## src/rtl/multicycle_ctrl.sv

```systemverilog
// -----------------------------------------------------------------------------
// multicycle_ctrl
//
// Control unit for a multicycle RISC-V datapath (PC, IR, register file, ALU,
// data memory). One micro-step per clock: the FSM decodes the latched IR fields
// and drives every write strobe, mux select and ALU operation code. The current
// state code and a retired-instruction counter are exported for single-step
// display on a board.
//
// Ports
//   clk        system clock, rising edge
//   rst        synchronous active-high reset
//   en         step enable; low freezes the FSM and suppresses all pulses
//   opcode     IR[6:0]
//   funct3     IR[14:12]
//   funct7_5   IR[30]
//   zf         ALU zero flag (combinational from the current ALU op)
//   pc_write   PC write strobe
//   pc0_write  PC0 (address of current instruction) write strobe
//   ir_write   IR write strobe
//   reg_write  register file write strobe
//   mem_write  data memory write strobe
//   pc_s       next-PC select: 0 PC+4, 1 PC0+imm, 2 {F[31:1],1'b0}
//   alu_a_s    ALU A select: 0 rs1, 1 PC0
//   alu_b_s    ALU B select: 0 rs2, 1 imm
//   w_data_s   register write data select: 0 F, 1 imm, 2 mem data reg, 3 PC
//   alu_op     {sub/arith bit, funct3}
//   state      current state code
//   illegal    one-cycle pulse on an unsupported opcode/funct3
//   retire     one-cycle pulse in the last state of every instruction
//   inst_cnt   retired-instruction count (wraps)
// -----------------------------------------------------------------------------
module multicycle_ctrl (
  input  logic        clk,
  input  logic        rst,
  input  logic        en,
  input  logic [6:0]  opcode,
  input  logic [2:0]  funct3,
  input  logic        funct7_5,
  input  logic        zf,
  output logic        pc_write,
  output logic        pc0_write,
  output logic        ir_write,
  output logic        reg_write,
  output logic        mem_write,
  output logic [1:0]  pc_s,
  output logic        alu_a_s,
  output logic        alu_b_s,
  output logic [1:0]  w_data_s,
  output logic [3:0]  alu_op,
  output logic [3:0]  state,
  output logic        illegal,
  output logic        retire,
  output logic [31:0] inst_cnt
);

  typedef enum logic [3:0] {
    StIdle     = 4'd0,
    StFetch    = 4'd1,
    StDecode   = 4'd2,
    StRExec    = 4'd3,
    StWb       = 4'd4,
    StIExec    = 4'd5,
    StLui      = 4'd6,
    StMemAddr  = 4'd7,
    StMemRead  = 4'd8,
    StMemWb    = 4'd9,
    StMemWrite = 4'd10,
    StJal      = 4'd11,
    StJalr     = 4'd12,
    StBranch   = 4'd13,
    StBrDecide = 4'd14,
    StUnused   = 4'd15
  } state_e;

  localparam logic [6:0] OpReg    = 7'b0110011;
  localparam logic [6:0] OpImm    = 7'b0010011;
  localparam logic [6:0] OpLui    = 7'b0110111;
  localparam logic [6:0] OpLoad   = 7'b0000011;
  localparam logic [6:0] OpStore  = 7'b0100011;
  localparam logic [6:0] OpJal    = 7'b1101111;
  localparam logic [6:0] OpJalr   = 7'b1100111;
  localparam logic [6:0] OpBranch = 7'b1100011;

  localparam logic [2:0] F3Beq  = 3'b000;
  localparam logic [2:0] F3Bne  = 3'b001;
  localparam logic [2:0] F3Srx  = 3'b101;

  localparam logic [3:0] AluAdd = 4'b0000;
  localparam logic [3:0] AluSub = 4'b1000;

  state_e      state_q, state_d;
  logic [31:0] inst_cnt_q;

  // Ungated versions of the pulse outputs; gated by en and rst below.
  logic pc_write_raw;
  logic pc0_write_raw;
  logic ir_write_raw;
  logic reg_write_raw;
  logic mem_write_raw;
  logic illegal_raw;
  logic retire_raw;

  // Pulses only fire on a step that will actually be taken.
  logic act;
  assign act = en & ~rst;

  always_comb begin
    state_d       = state_q;
    pc_write_raw  = 1'b0;
    pc0_write_raw = 1'b0;
    ir_write_raw  = 1'b0;
    reg_write_raw = 1'b0;
    mem_write_raw = 1'b0;
    illegal_raw   = 1'b0;
    retire_raw    = 1'b0;
    pc_s          = 2'd0;
    alu_a_s       = 1'b0;
    alu_b_s       = 1'b0;
    w_data_s      = 2'd0;
    alu_op        = AluAdd;

    case (state_q)
      StIdle: begin
        state_d = StFetch;
      end

      StFetch: begin
        ir_write_raw  = 1'b1;
        pc0_write_raw = 1'b1;
        pc_write_raw  = 1'b1;
        pc_s          = 2'd0;
        state_d       = StDecode;
      end

      StDecode: begin
        case (opcode)
          OpReg:           state_d = StRExec;
          OpImm:           state_d = StIExec;
          OpLui:           state_d = StLui;
          OpLoad, OpStore: state_d = StMemAddr;
          OpJal:           state_d = StJal;
          OpJalr:          state_d = StJalr;
          OpBranch:        state_d = StBranch;
          default: begin
            illegal_raw = 1'b1;
            state_d     = StFetch;
          end
        endcase
      end

      StRExec: begin
        alu_a_s = 1'b0;
        alu_b_s = 1'b0;
        alu_op  = {funct7_5, funct3};
        state_d = StWb;
      end

      StIExec: begin
        // Only the shift-right pair uses IR[30] to pick arithmetic vs logical;
        // for every other immediate op that bit belongs to the immediate.
        alu_b_s = 1'b1;
        alu_op  = {(funct3 == F3Srx) ? funct7_5 : 1'b0, funct3};
        state_d = StWb;
      end

      StWb: begin
        reg_write_raw = 1'b1;
        w_data_s      = 2'd0;
        retire_raw    = 1'b1;
        state_d       = StFetch;
      end

      StLui: begin
        reg_write_raw = 1'b1;
        w_data_s      = 2'd1;
        retire_raw    = 1'b1;
        state_d       = StFetch;
      end

      StMemAddr: begin
        alu_b_s = 1'b1;
        alu_op  = AluAdd;
        state_d = (opcode == OpLoad) ? StMemRead : StMemWrite;
      end

      StMemRead: begin
        state_d = StMemWb;
      end

      StMemWb: begin
        reg_write_raw = 1'b1;
        w_data_s      = 2'd2;
        retire_raw    = 1'b1;
        state_d       = StFetch;
      end

      StMemWrite: begin
        // Keep the address computation on the ALU while memory is written.
        alu_b_s       = 1'b1;
        alu_op        = AluAdd;
        mem_write_raw = 1'b1;
        retire_raw    = 1'b1;
        state_d       = StFetch;
      end

      StJal: begin
        reg_write_raw = 1'b1;
        w_data_s      = 2'd3;
        pc_write_raw  = 1'b1;
        pc_s          = 2'd1;
        retire_raw    = 1'b1;
        state_d       = StFetch;
      end

      StJalr: begin
        alu_b_s       = 1'b1;
        alu_op        = AluAdd;
        reg_write_raw = 1'b1;
        w_data_s      = 2'd3;
        pc_write_raw  = 1'b1;
        pc_s          = 2'd2;
        retire_raw    = 1'b1;
        state_d       = StFetch;
      end

      StBranch: begin
        alu_op = AluSub;
        if (funct3 == F3Beq || funct3 == F3Bne) begin
          state_d = StBrDecide;
        end else begin
          illegal_raw = 1'b1;
          state_d     = StFetch;
        end
      end

      StBrDecide: begin
        alu_op       = AluSub;
        pc_write_raw = (funct3 == F3Beq) ? zf : ~zf;
        pc_s         = 2'd1;
        retire_raw   = 1'b1;
        state_d      = StFetch;
      end

      default: begin
        state_d = StIdle;
      end
    endcase
  end

  assign pc_write  = act & pc_write_raw;
  assign pc0_write = act & pc0_write_raw;
  assign ir_write  = act & ir_write_raw;
  assign reg_write = act & reg_write_raw;
  assign mem_write = act & mem_write_raw;
  assign illegal   = act & illegal_raw;
  assign retire    = act & retire_raw;

  always_ff @(posedge clk) begin
    if (rst) begin
      state_q    <= StIdle;
      inst_cnt_q <= 32'd0;
    end else if (en) begin
      state_q <= state_d;
      if (retire) begin
        inst_cnt_q <= inst_cnt_q + 32'd1;
      end
    end
  end

  assign state    = state_q;
  assign inst_cnt = inst_cnt_q;

endmodule
```

## config.mk

```make
export PLATFORM = sky130hd
export DESIGN_NAME = multicycle_ctrl
export DESIGN_NICKNAME = d
export VERILOG_FILES = /design/src/rtl/multicycle_ctrl.sv
export SDC_FILE = /design/constraint.sdc
export NUM_CORES = 1
export LEC_CHECK = 0
export BUFFER_PORTS_ARGS = -buffer_cell sky130_fd_sc_hd__clkbuf_2
export CORE_UTILIZATION = 31
export CTS_BUF_LIST = sky130_fd_sc_hd__clkbuf_4
export CTS_CLUSTER_DIAMETER = 150
export CTS_CLUSTER_SIZE = 25
export DETAILED_ROUTE_END_ITERATION = 8
export GPL_TIMING_DRIVEN = 0
export PLACE_DENSITY = 0.52
export SLEW_MARGIN = 20
export SYNTH_ARGS = -nofsm -noshare
export SYNTH_HDL_FRONTEND = slang
export SYNTH_SLANG_ARGS = --single-unit
```

## constraint.sdc

```tcl
create_clock -name clk -period 1.6 [get_ports clk]
set_input_delay 0.32 -clock clk [delete_from_list [all_inputs] [get_ports clk]]
set_output_delay 0.32 -clock clk [all_outputs]
set_load 0.03 [all_outputs]
```

-- Word level (Yosys, flattened, before mapping)
Index checks and enable logic that the tools add are counted.
- logic and storage cells: 69
- memories kept: 0
- bits in writable memories: 0
- flip-flop bits (word level): 36
- latch bits: 0
- output and inout bits: 53
- bits of input ports: 15
- bits in read-only memories: 0
- magnitude comparators: 0
- reductions and logical operators: 15
- divide/modulo/power cells: 0
- multiplexer cells: 18
- multiply operators: 0
- bitwise gates (word level): 9
- shift operators: 0
- add/sub/neg operators: 1
- eq/ne operators: 24
- operators with widths (operator ; number):
    4-bit one-hot mux with 7 select lines ; 2
    32-bit by 1-bit adder with 32-bit output, second input constant ; 1
    4-bit == test, second input constant ; 7
    7-bit by 6-bit == test with 1-bit output, second input constant ; 3
    7-bit == test, second input constant ; 3
    4-bit by 3-bit == test with 1-bit output, second input constant ; 4
    8-bit OR reduction ; 2
    4-bit one-hot mux with 3 select lines ; 1
    2-bit OR reduction ; 5
    1-bit 2-to-1 mux ; 9
    4-bit by 2-bit == test with 1-bit output, second input constant ; 2
    1-bit bitwise AND ; 7
    7-bit by 2-bit == test with 1-bit output, second input constant ; 1
    7-bit by 5-bit == test with 1-bit output, second input constant ; 1
    7-bit OR reduction ; 1
    2-bit one-hot mux with 3 select lines ; 1
    5-bit OR reduction ; 1
    4-bit by 1-bit == test with 1-bit output, second input constant ; 1
    4-bit zero test ; 1
    4-bit 2-to-1 mux ; 1
    1-bit one-hot mux with 2 select lines ; 2
    2-bit one-hot mux with 2 select lines ; 1
    4-bit OR reduction ; 1
    3-bit by 1-bit == test with 1-bit output, second input constant ; 1
    7 further kinds ; 8

-- Logic depth before layout (Yosys ltp)
- word-level depth: 5
- depth in mapped cells: 8
- depth with buffers taken out: 6

-- Worst setup path after synthesis
OpenSTA, ideal clock, no wires.
- kind: flip-flop to output port
- start: register state_q[2] (netlist: state[2])
- end: output port pc0_write
- stages on the path, launching flop included: 5
- path slack: -0.968 ns
- required time: 1.280 ns
- arrival: 2.248 ns
- path through: dfxtp_1 -> clkbuf_1 -> clkbuf_1 -> nor4_1 -> buf_4
- word-level cells in the longest chain between the ends: 3
- ends and longest elaborated chain (item ; line ; text):
    start: declaration ; 92 ; state_e state_q, state_d;
    start signal: assignment ; 261 ; state_q <= StIdle;
    start signal: assignment ; 264 ; state_q <= state_d;
    4-bit by 1-bit == test with 1-bit output ; n/a ;
    1-bit 2-to-1 mux ; n/a ;
    1-bit bitwise AND ; n/a ;
    end: declaration ; 42 ; output logic pc0_write,
Every way passes these cells.

-- Final worst setup path
- start: register state_q[2] (netlist: state[2])
- end: output port pc_write
- word-level cells in the longest chain between the ends: 4
- elaborated cells on any way between the ends: 7
- ends and longest elaborated chain (item ; line ; text):
    4-bit == test or 4-bit by 1-bit == test with 1-bit output (tied branches) ; 123 ; case (state_q)
    3-bit OR reduction (no source line) ; n/a ;
    1-bit one-hot mux with 2 select lines * ; 123 ;
    1-bit bitwise AND * ; 251 ; assign pc_write = act & pc_write_raw;
    end: declaration ; 41 ; output logic pc_write,
Mark *: on every way between the ends. The rest lies on a longest branch, timed or not.

==> Flow_metrics.wiki <==
{| class="wikitable"
! Metric !! Value
|-
| Outcome || finished with violations
|-
| Violations in the final reports || setup timing
|-
| Worst Path Arrival || 1.62 ns
|-
| Placed Cells || 457
|-
| Vias in the first global route || 2427
|-
| Launch instance of the worst register-to-register path || state[2]
|-
| Worst r2r path cells || 8
|-
| Number of inserted diodes || 0
|-
| Syn_nets || 311
|-
| Number of nets in the layout || 424
|-
| Final estimated routing congestion in global placement || 0.8763
|-
| Achievable frequency || about 510 MHz
|-
| CP Max Fanout || 7
|-
| Final worst hold slack || 0.3958 ns
|-
| Type of destination of the critical path || primary output
|-
| Initial antenna violation count || 0
|-
| Actual slew at the worst max-slew pin || 0.5780 ns
|-
| Count of unique library cells instantiated by Yosys || 57
|-
| Most Frequent Cell on Critical Path || sky130_fd_sc_hd__clkbuf_16
|-
| Setup violations, final || between 40 and 50
|-
| Number of iterations in the first detailed-routing pass || 4
|-
| Count of pins over their slew limit || 0
|-
| Clock period minus worst slack || 1.942 ns
|-
| Worst-case headroom to the max-slew limit || 61.47%
|-
| Endpoint of the worst-slack reg-to-reg timing path || inst_cnt[25]
|-
| Clock tree from TritonCTS || done
|-
| Number of buffer and inverter stages on the critical path || 4
|-
| Clock transition at the registers of the reported paths || 0.11 ns
|-
| Crit path max-delay family || buffers and inverters
|-
| Clock network latency to the later pin of the worst-skew pair || 0.34 ns
|-
| Final clock period utilization by the worst path || 121.4%
|-
| Maximum VDD drop || 0.0003423 V
|-
| Top cell type by total area after synthesis || sky130_fd_sc_hd__dfxtp_1
|-
| Buffer levels on the longest clock path || 2
|-
| Synth top area share || 31.68%
|-
| Flip-flop cell with the highest count after synthesis || sky130_fd_sc_hd__dfxtp_1
|-
| Pin count of the biggest net entering global routing || 11
|-
| Global-route wire length before repair || 12.28 mm
|-
| R2r setup slk || -0.21 ns
|-
| Endpoints failing hold || 0
|-
| Post-synthesis sequential element count || 36
|-
| Worst-path cell chain || clkbuf_16 > clkbuf_16 > inv_8 > a211o_1 > a21oi_4 > buf_8
|-
| Number of maximum-capacitance constraint violations || 0
|-
| Avg Synthesized Cell Area || 7.711 µm²
|-
| Standard-cell row count || 30
|-
| Met3 track utilization from global routing || 3.959%
|-
| Number of cells on the critical path || 6
|-
| Max stage delay on crit path || between 0.3 and 0.4 ns
|-
| Share of post-route cells with drive strength above 1 || 54.52%
|-
| Met2 demand-to-capacity share in global routing || 32.39%
|-
| Cell count after synthesis || 295
|-
| Initial drt markers || 137
|-
| CTS root buffer || sky130_fd_sc_hd__clkbuf_4
|-
| Count of yosys warnings during synthesis || 0
|-
| Antenna violation net count after detailed routing || 0
|-
| Power per cell area || 437.9 nW/µm²
|-
| Boundary Pins || approximately 70
|-
| Detailed-placement wirelength estimate || 4.967 mm
|-
| Number of clock buffers inserted by TritonCTS || 5
|-
| Sink Count || 36
|-
| Via total after detailed routing || 2602
|-
| Final setup TNS || -6.895 ns
|-
| HP Class || in2reg
|-
| Fin Clk Skew || 0.004212 ns
|-
| Post-layout power || 1.693 mW
|-
| Total Routing Usage GR || 20.57%
|-
| Effective utilization at floorplan || 32.76%
|-
| Residual DRC || 0
|-
| Peak-usage layer in the global routing report || met2
|-
| IO Port Bufs || 66
|-
| Crit Path Category || reg2out
|-
| Hold-fix buffers at CTS || 0
|-
| Setup ws final || -0.3422 ns
|-
| CP Data Required Time || 1.28 ns
|-
| Ys async rst share || 0%
|-
| Commonest cells in the netlist || sky130_fd_sc_hd__dfxtp_1, sky130_fd_sc_hd__nor2_1, sky130_fd_sc_hd__a21oi_1
|-
| Final routed wirelength across all metal layers || roughly 7.5 mm
|-
| Proportion of synthesized chip area in sequential cells || roughly a third
|-
| Height of the die || 87.66 µm
|-
| Hold Crit Depth || 3
|-
| Routed length per instance || 14.90 µm
|-
| Hold path start || rst
|-
| Met1 usage || 29.03%
|-
| CP startpoint kind || register
|-
| Total gr overflow || 0
|-
| CP max stage cell || sky130_fd_sc_hd__dfxtp_4
|-
| Number of synthesized flops with an enable pin || 0
|-
| Static power due to leakage || 1.564 nW
|-
| Layout Area Growth over Synthesis || 69.97%
|-
| Placeable Area || slightly below 7000 µm²
|-
| Summed instance area of the synthesized netlist || 2275 µm²
|-
| Unrepaired setup endpoints after global routing || true
|-
| Pre-CTS setup slack || -0.3994 ns
|-
| Cell Count, Final, Fillers Out || between 500 and 600
|-
| Top cells by area in the synthesized netlist || sky130_fd_sc_hd__dfxtp_1, sky130_fd_sc_hd__nor2_1, sky130_fd_sc_hd__a21oi_1
|-
| Endpoint of the worst hold path || inst_cnt[14]
|-
| # H-tree levels || 2
|-
| Total Die Area || 7684 µm²
|-
| Vias/cell || roughly 5
|-
| Floorplan die width || 87.66 µm
|}
## cell type report
class / instances / area, µm²
Fill cell: 637 / 3078
Multi-Input combinational cell: 235 / 1848
Timing Repair Buffer: 108 / 839.6
Sequential cell: 36 / 797.0
Buffer: 15 / 171.4
Tap cell: 96 / 120.1
Clock buffer: 7 / 52.55
Inverter: 7 / 33.78
Clock inverter: 1 / 3.754
## through the flow
stage          cell area (µm²)  util, %
2_1_floorplan             2517        -
3_3_place_gp              2968    42.74
3_5_place_dp              2968    42.74
4_1_cts                   3669    52.83
5_1_grt                   3866    55.68
6_report                  3866    55.68
## placed cells by master, fill, tap and decap left out, types with 6 or more instances in the layout
cell,instances
sky130_fd_sc_hd__buf_4,30
sky130_fd_sc_hd__clkbuf_2,50
sky130_fd_sc_hd__nor2b_1,6
sky130_fd_sc_hd__xnor2_1,6
sky130_fd_sc_hd__buf_6,20
sky130_fd_sc_hd__nand2_1,17
sky130_fd_sc_hd__dfxtp_1,7
sky130_fd_sc_hd__buf_8,7
sky130_fd_sc_hd__nand4_1,9
sky130_fd_sc_hd__clkbuf_4,7
sky130_fd_sc_hd__clkbuf_8,8
sky130_fd_sc_hd__nor2_1,31
sky130_fd_sc_hd__o31ai_1,7
sky130_fd_sc_hd__dfxtp_4,16
sky130_fd_sc_hd__nand3_1,6
sky130_fd_sc_hd__xor2_1,12
sky130_fd_sc_hd__a21oi_1,19
sky130_fd_sc_hd__dfxtp_2,13
## worst max-delay path by stage
stage	startpoint	to	slack (ns)
2_1_floorplan	state[3]	inst_cnt[28]	-0.26
3_3_place_gp	opcode[4]	illegal	-0.40
3_5_place_dp	opcode[4]	illegal	-0.40
4_1_cts	state[2]	pc_write	-0.36
5_1_grt	state[2]	mem_write	-0.40
6_report	state[2]	pc_write	-0.34
## kinds of logic after synthesis
group / after synthesis / synth area share, %
AND/OR/NAND/NOR: 144 / 35.09
AO/OA/AOI/OAI: 67 / 19.20
flip-flops: 36 / 31.68
buffers and inverters: 24 / 4.620
XOR/XNOR: 20 / 7.701
multiplexers: 2 / 0.9900
adder cells (fa/ha/maj): 1 / 0.5500
other: 1 / 0.1649
## sequential cells by signal, indices dropped and copies added (netlist names)
signal	flops
inst_cnt	32
state	4
## metal layers
metal  share of wire [%]  wire length, µm
met1                  50             3731
met2                  45             3370
met3                 4.9              365
met4                0.73               55
met5                   0                0
## where the power goes
group / switching (mW) / total [mW] / internal [mW]
Clock: 0.303 / 0.506 / 0.203
Combinational: 0.162 / 0.298 / 0.136
Sequential: 0.0131 / 0.889 / 0.875
Total: 0.478 / 1.69 / 1.21
## repair_timing
| action | 4_1_cts | 5_1_grt |
|---|---|---|
| gates cloned | 1 | 0 |
| endpoints found under the setup margin | 38 | 45 |
| buffers inserted | 36 | 6 |
| gates resized for setup | 91 | 43 |
| pin swaps | 31 | 18 |
## worst reg2reg max path: stages (launching register included)
cell and delay (ns):
sky130_fd_sc_hd__dfxtp_4 0.36, sky130_fd_sc_hd__clkbuf_16 0.16, sky130_fd_sc_hd__buf_4 0.15, sky130_fd_sc_hd__a21boi_2 0.14, sky130_fd_sc_hd__o211a_1 0.19, sky130_fd_sc_hd__buf_6 0.13, sky130_fd_sc_hd__nand2_8 0.07, sky130_fd_sc_hd__or4_4 0.42
sky130_fd_sc_hd__a21oi_2 0.13
Note: power is estimated with default switching activity, not from simulation.
